--- src/rtl/spi_config_sequencer.sv ---
// -----------------------------------------------------------------------------
// spi_config_sequencer
// Replays a host-loaded table of SPI register transactions into the SPI
// master's 35-bit request stream, one transaction outstanding at a time.
// Reads consume a 32-bit response, which produces a readback pulse and checks
// the echoed address. A read with no response before the timeout aborts the
// sequence. Each entry carries a settle delay that is applied before the next
// request.
//
// Ports
//   clk_serial, reset         clock, synchronous active-high reset
//   tbl_wr_en/addr/wdata      table load port, {delay[7:0], request[34:0]}, IDLE only
//   start, num_entries        launch a sequence of num_entries entries
//   busy, done                state != IDLE; one-cycle end-of-sequence pulse
//   error, err_code           sticky first error: 1 addr mismatch, 2 timeout
//   req_valid/ready/data      request stream to the SPI master
//   resp_valid/ready/data     response stream, {addr[15:0], data[15:0]}
//   rb_valid/index/data       readback pulse with table index and data
// -----------------------------------------------------------------------------
module spi_config_sequencer #(
    parameter int unsigned DEPTH   = 16,
    parameter int unsigned TIMEOUT = 1024,
    localparam int unsigned AW     = $clog2(DEPTH)
) (
    input  logic          clk_serial,
    input  logic          reset,
    input  logic          tbl_wr_en,
    input  logic [AW-1:0] tbl_addr,
    input  logic [42:0]   tbl_wdata,
    input  logic          start,
    input  logic [AW:0]   num_entries,
    output logic          busy,
    output logic          done,
    output logic          error,
    output logic [1:0]    err_code,
    output logic          req_valid,
    input  logic          req_ready,
    output logic [34:0]   req_data,
    input  logic          resp_valid,
    output logic          resp_ready,
    input  logic [31:0]   resp_data,
    output logic          rb_valid,
    output logic [AW-1:0] rb_index,
    output logic [15:0]   rb_data
);

    localparam int unsigned TW = $clog2(TIMEOUT) + 1;
    localparam logic [1:0] ERR_NONE    = 2'd0;
    localparam logic [1:0] ERR_ADDR    = 2'd1;
    localparam logic [1:0] ERR_TIMEOUT = 2'd2;

    typedef enum logic [2:0] {
        S_IDLE, S_ISSUE, S_WAIT_RESP, S_DELAY, S_DONE
    } state_t;

    state_t        state_q, state_d;
    logic [AW-1:0] idx_q, idx_d;
    logic [AW:0]   n_q, n_d;
    logic [7:0]    cnt_q, cnt_d;
    logic [TW-1:0] timer_q, timer_d;
    logic          error_q, error_d;
    logic [1:0]    err_code_q, err_code_d;
    logic          rb_valid_q, rb_valid_d;
    logic [AW-1:0] rb_index_q, rb_index_d;
    logic [15:0]   rb_data_q, rb_data_d;

    logic [42:0]   tbl_q [DEPTH];
    logic [42:0]   cur;

    // Transaction table; contents are not reset and only loadable while idle.
    always_ff @(posedge clk_serial) begin
        if (tbl_wr_en && (state_q == S_IDLE)) begin
            tbl_q[tbl_addr] <= tbl_wdata;
        end
    end

    assign cur      = tbl_q[idx_q];
    assign req_data = cur[34:0];

    // State and sequencing registers.
    always_ff @(posedge clk_serial) begin
        if (reset) begin
            state_q    <= S_IDLE;
            idx_q      <= '0;
            n_q        <= '0;
            cnt_q      <= '0;
            timer_q    <= '0;
            error_q    <= 1'b0;
            err_code_q <= ERR_NONE;
            rb_valid_q <= 1'b0;
            rb_index_q <= '0;
            rb_data_q  <= '0;
        end else begin
            state_q    <= state_d;
            idx_q      <= idx_d;
            n_q        <= n_d;
            cnt_q      <= cnt_d;
            timer_q    <= timer_d;
            error_q    <= error_d;
            err_code_q <= err_code_d;
            rb_valid_q <= rb_valid_d;
            rb_index_q <= rb_index_d;
            rb_data_q  <= rb_data_d;
        end
    end

    // Next-state and datapath updates.
    always_comb begin
        state_d    = state_q;
        idx_d      = idx_q;
        n_d        = n_q;
        cnt_d      = cnt_q;
        timer_d    = timer_q;
        error_d    = error_q;
        err_code_d = err_code_q;
        rb_valid_d = 1'b0;
        rb_index_d = rb_index_q;
        rb_data_d  = rb_data_q;

        unique case (state_q)
            S_IDLE: begin
                if (start) begin
                    n_d        = (num_entries > (AW+1)'(DEPTH)) ? (AW+1)'(DEPTH) : num_entries;
                    idx_d      = '0;
                    error_d    = 1'b0;
                    err_code_d = ERR_NONE;
                    state_d    = (num_entries == '0) ? S_DONE : S_ISSUE;
                end
            end
            S_ISSUE: begin
                if (req_ready) begin
                    if (cur[34]) begin
                        timer_d = '0;
                        state_d = S_WAIT_RESP;
                    end else begin
                        cnt_d   = cur[42:35];
                        state_d = S_DELAY;
                    end
                end
            end
            S_WAIT_RESP: begin
                if (resp_valid) begin
                    rb_valid_d = 1'b1;
                    rb_index_d = idx_q;
                    // Single-data-byte reads return only the low byte.
                    rb_data_d  = {cur[32] ? resp_data[15:8] : 8'h00, resp_data[7:0]};
                    if ((resp_data[31:16] != cur[31:16]) && (err_code_q == ERR_NONE)) begin
                        error_d    = 1'b1;
                        err_code_d = ERR_ADDR;
                    end
                    cnt_d   = cur[42:35];
                    state_d = S_DELAY;
                end else if (timer_q == TW'(TIMEOUT - 2)) begin
                    // Timer would reach TIMEOUT-1 this cycle: abort the sequence.
                    error_d = 1'b1;
                    if (err_code_q == ERR_NONE) begin
                        err_code_d = ERR_TIMEOUT;
                    end
                    state_d = S_DONE;
                end else begin
                    timer_d = timer_q + TW'(1);
                end
            end
            S_DELAY: begin
                if (cnt_q != 8'd0) begin
                    cnt_d = cnt_q - 8'd1;
                end else if ((AW+1)'(idx_q) == (n_q - (AW+1)'(1))) begin
                    state_d = S_DONE;
                end else begin
                    idx_d   = idx_q + AW'(1);
                    state_d = S_ISSUE;
                end
            end
            S_DONE: begin
                state_d = S_IDLE;
            end
            default: begin
                state_d = S_IDLE;
            end
        endcase
    end

    // State-decoded handshake and status outputs.
    always_comb begin
        busy       = 1'b0;
        done       = 1'b0;
        req_valid  = 1'b0;
        resp_ready = 1'b0;
        unique case (state_q)
            S_IDLE:      busy = 1'b0;
            S_ISSUE:     begin busy = 1'b1; req_valid  = 1'b1; end
            S_WAIT_RESP: begin busy = 1'b1; resp_ready = 1'b1; end
            S_DELAY:     busy = 1'b1;
            S_DONE:      begin busy = 1'b1; done = 1'b1; end
            default:     busy = 1'b0;
        endcase
    end

    assign error    = error_q;
    assign err_code = err_code_q;
    assign rb_valid = rb_valid_q;
    assign rb_index = rb_index_q;
    assign rb_data  = rb_data_q;

endmodule

--- config.mk ---
export PLATFORM = sky130hd
export DESIGN_NAME = spi_config_sequencer
export DESIGN_NICKNAME = d
export VERILOG_FILES = /design/src/rtl/spi_config_sequencer.sv
export SDC_FILE = /design/constraint.sdc
export NUM_CORES = 1
export LEC_CHECK = 0
export CAP_MARGIN = 20
export CORE_MARGIN = 2
export CORE_UTILIZATION = 45
export DETAILED_ROUTE_END_ITERATION = 16
export PLACE_DENSITY = 0.74
export SLEW_MARGIN = 10
export SYNTH_ARGS = -nofsm -noshare
export SYNTH_HDL_FRONTEND = slang
export SYNTH_SLANG_ARGS = --single-unit
--- constraint.sdc ---
create_clock -name clk_serial -period 7.1 [get_ports clk_serial]
set_clock_uncertainty 0.1 [all_clocks]
set_input_delay 1.065 -clock clk_serial [delete_from_list [all_inputs] [get_ports clk_serial]]
set_output_delay 1.065 -clock clk_serial [all_outputs]
set_load 0.01 [all_outputs]
==> summary.txt <==
syn nets: 1557
post-CTS sizing: 0
final hold violation count: 0
fmax: 194 MHz
Core Region: 0.0643 mm2
Yosys reg bits: 747
Worst-Skew Late Latency: 630 ps
fraction of registers with async set/reset: 0%
DRT antenna net count: 0
worst path required time: 5930 ps
RR Endpoint: error
hold endpoint: rb_data[8]
vias in the first global route: 15200
Fill cells: 4850
worst vdd ir: 0.216 mV
R2R setup slack: 2380 ps
final slew viol count: 0
Initial Util: 45.4%
final cell count without fillers: 2567
CP endpoint kind: output pin
cell area after layout: 0.0342 mm2
Comb pwr share: 8.2%
first drt pass iteration count: 5
final setup fails: 0
DP HPWL: 33.8 mm
P_sw: 2.21 mW
setup TNS: 0 ps
Setup CP Type: flop to output pin
area delta synth->final: 17.0%
status: finished clean
Post-Syn Area: 0.0292 mm2
switch share: 22.9%
PwrDens: 283 mW/mm2
Starting DRT DRC Count: 1640
first-pass GRT wire length: 96.6 mm
share of cells above drive strength 1: 20.1%
io pins: 153
most used flip-flop cell after synthesis: edfxtp_1
Synth Instances: 1461
worst slew pin tran: 1110 ps
die height: 259 um
initial antenna violation count: 9
vias: 15000
CTS clk-pin slew, worst paths: 50 ps
die area: 0.0670 mm2
IO Port Bufs: 152
Mapped Avg Cell Area: 20.0 um2
Slew headroom: 25.9%
worst min path class: flop to flop
Leak: 10.5 nW
hold depth: 2
register share of total power: 52.0%
number of enable flip-flop cells after synthesis: 688
Post-Place Cell Area: 0.0318 mm2
largest net degree at the start of global routing: 63
clock network power share: 39.8%
launch point of the worst hold path: rb_data[8]
final wirelength: 65.3 mm
clock sinks: 747
Pint: 7.46 mW
routed wire length per instance: 25.4 um
total CTS buffers: 77
Die X: 259 um
max_cap viols: 0
H-tree depth: 3
Worst Path Max Fanout: 62
gpl congestion: 0.777
library cells used by synthesis: 66
clk buf depth: 3
placed cells: 2425
Root Buffer: clkbuf_16
R2R depth: 9
Data arrival, critical path: 3990 ps
total track usage: 19.6%
setup ws final: 1940 ps
crit share post-route: 72.6%
row cnt: 93
pre-CTS setup slack: 2360 ps
DRC viols: 0
vias per inst: 5.85
sequential fraction of the synthesis area: 74.8%
Synth warnings: 0
fin crit period: 5160 ps
total gr overflow: 0
TritonCTS clock tree: built
Post-CTS Setup Bufs: 0
RSZ-0062 raised after global routing: no
CTS hold repair buffers: 0
Final nets: 1745
crit path launch type: flop
synthesized netlist by cell type (15+ instances only):
cell      count  area [um2]
a21oi_1      43         215
buf_2        23         115
clkbuf_1     29         109
dfxtp_1      59        1180
edfxtp_1    688       20700
inv_1        16        60.1
mux2i_1      38         380
mux4_2      176        3960
nand2_1      85         319
nand3_1      15        75.1
nor2_1       69         259
nor3_1       22         110
o21ai_0      18        90.1
xnor2_1      17         149
xor2_1       18         158
stage by stage:
step	utilization, %	hold slack, ps	power [mW]
floorplan	-	363	5.57
global placement	49.3	339	5.88
detailed placement	49.4	347	5.91
CTS	53.1	355	9.74
global route	53.1	369	9.99
finish	53.1	354	9.67
critical path, stage by stage, from the launching register on:
cell	delay (ps)
dfxtp_4	940
buf_4	720
mux4_1	650
nand2_1	90
nand2_1	100
nand2_1	70
o21ai_0	190
clkdlybuf4s50_1	550
flip-flops by register name, indices dropped and copies added (netlist names), named ones only:
signal    flops
rb_data      16
err_code      2
state_q       3
rb_valid      1
rb_index      4
error         1
cnt_q         8
tbl_q       688
timer_q      11
idx_q         4
n_q           5
per-layer routing:
metal / GRT usage (%) / part of all wire (%) / wire length [um] / vias to the layer above
met2: 31.0 / 48 / 31400 / 672
met5: 0 / 0.16 / 107 / -
li1: - / - / - / 6369
met3: 5.04 / 9.1 / 5910 / 132
met1: 26.9 / 40 / 26200 / 7827
met4: 6.10 / 2.6 / 1720 / 16
cell families after synthesis:
kind of cell             synth area share, %
AND/OR/NAND/NOR                         3.84
buffers and inverters                   1.57
AO/OA/AOI/OAI                           2.65
adder cells (fa/ha/maj)                0.257
XOR/XNOR                                1.05
multiplexers                            15.9
flip-flops                              74.8
cell type report:
type                       instances  area, um2  area share, %
timing repair buffer             181       1750           5.12
tap                              855       1070           3.13
inverter                          16       60.1          0.176
clock buffer                      93       2010           5.87
sequential                       747      21900           63.9
antenna                            3       7.51         0.0220
multi-input combinational        626       7020           20.5
clock inverter                    46        410           1.20
power groups by stage:
stage / logic, mW / clock network [mW] / registers, mW
2_1_floorplan: 0.485 / 0 / 5.09
3_3_place_gp: 0.772 / 0 / 5.11
3_5_place_dp: 0.794 / 0 / 5.12
4_1_cts: 0.797 / 3.92 / 5.02
5_1_grt: 0.863 / 4.09 / 5.03
6_report: 0.795 / 3.85 / 5.02
cells in the final DEF, fill, tap and decap left out, drive strengths merged, types with 4 or more instances in the layout:
cell / n
o21ai: 19
mux2i: 39
nand2b: 5
dfxtp: 59
buf: 29
nor3: 22
a21oi: 43
clkinv: 39
nand2: 85
o221ai: 5
nor2b: 4
a22oi: 14
a211oi: 9
nand3: 15
inv: 17
xor2: 18
nor2: 69
clkbuf: 93
edfxtp: 688
clkdlybuf4s50: 152
and3b: 4
nor3b: 9
ha: 6
bufinv: 4
nand4: 5
mux4: 185
xnor2: 17
worst max-delay path by stage:
stage | to | slack [ps]
finish | req_data[28] | 1940
global route | req_data[28] | 1730
CTS | req_data[28] | 1900
detailed placement | error | 2360
global placement | error | 2370
floorplan | tbl_q[0][0] | 1760
(Power assumes the default switching activity.)
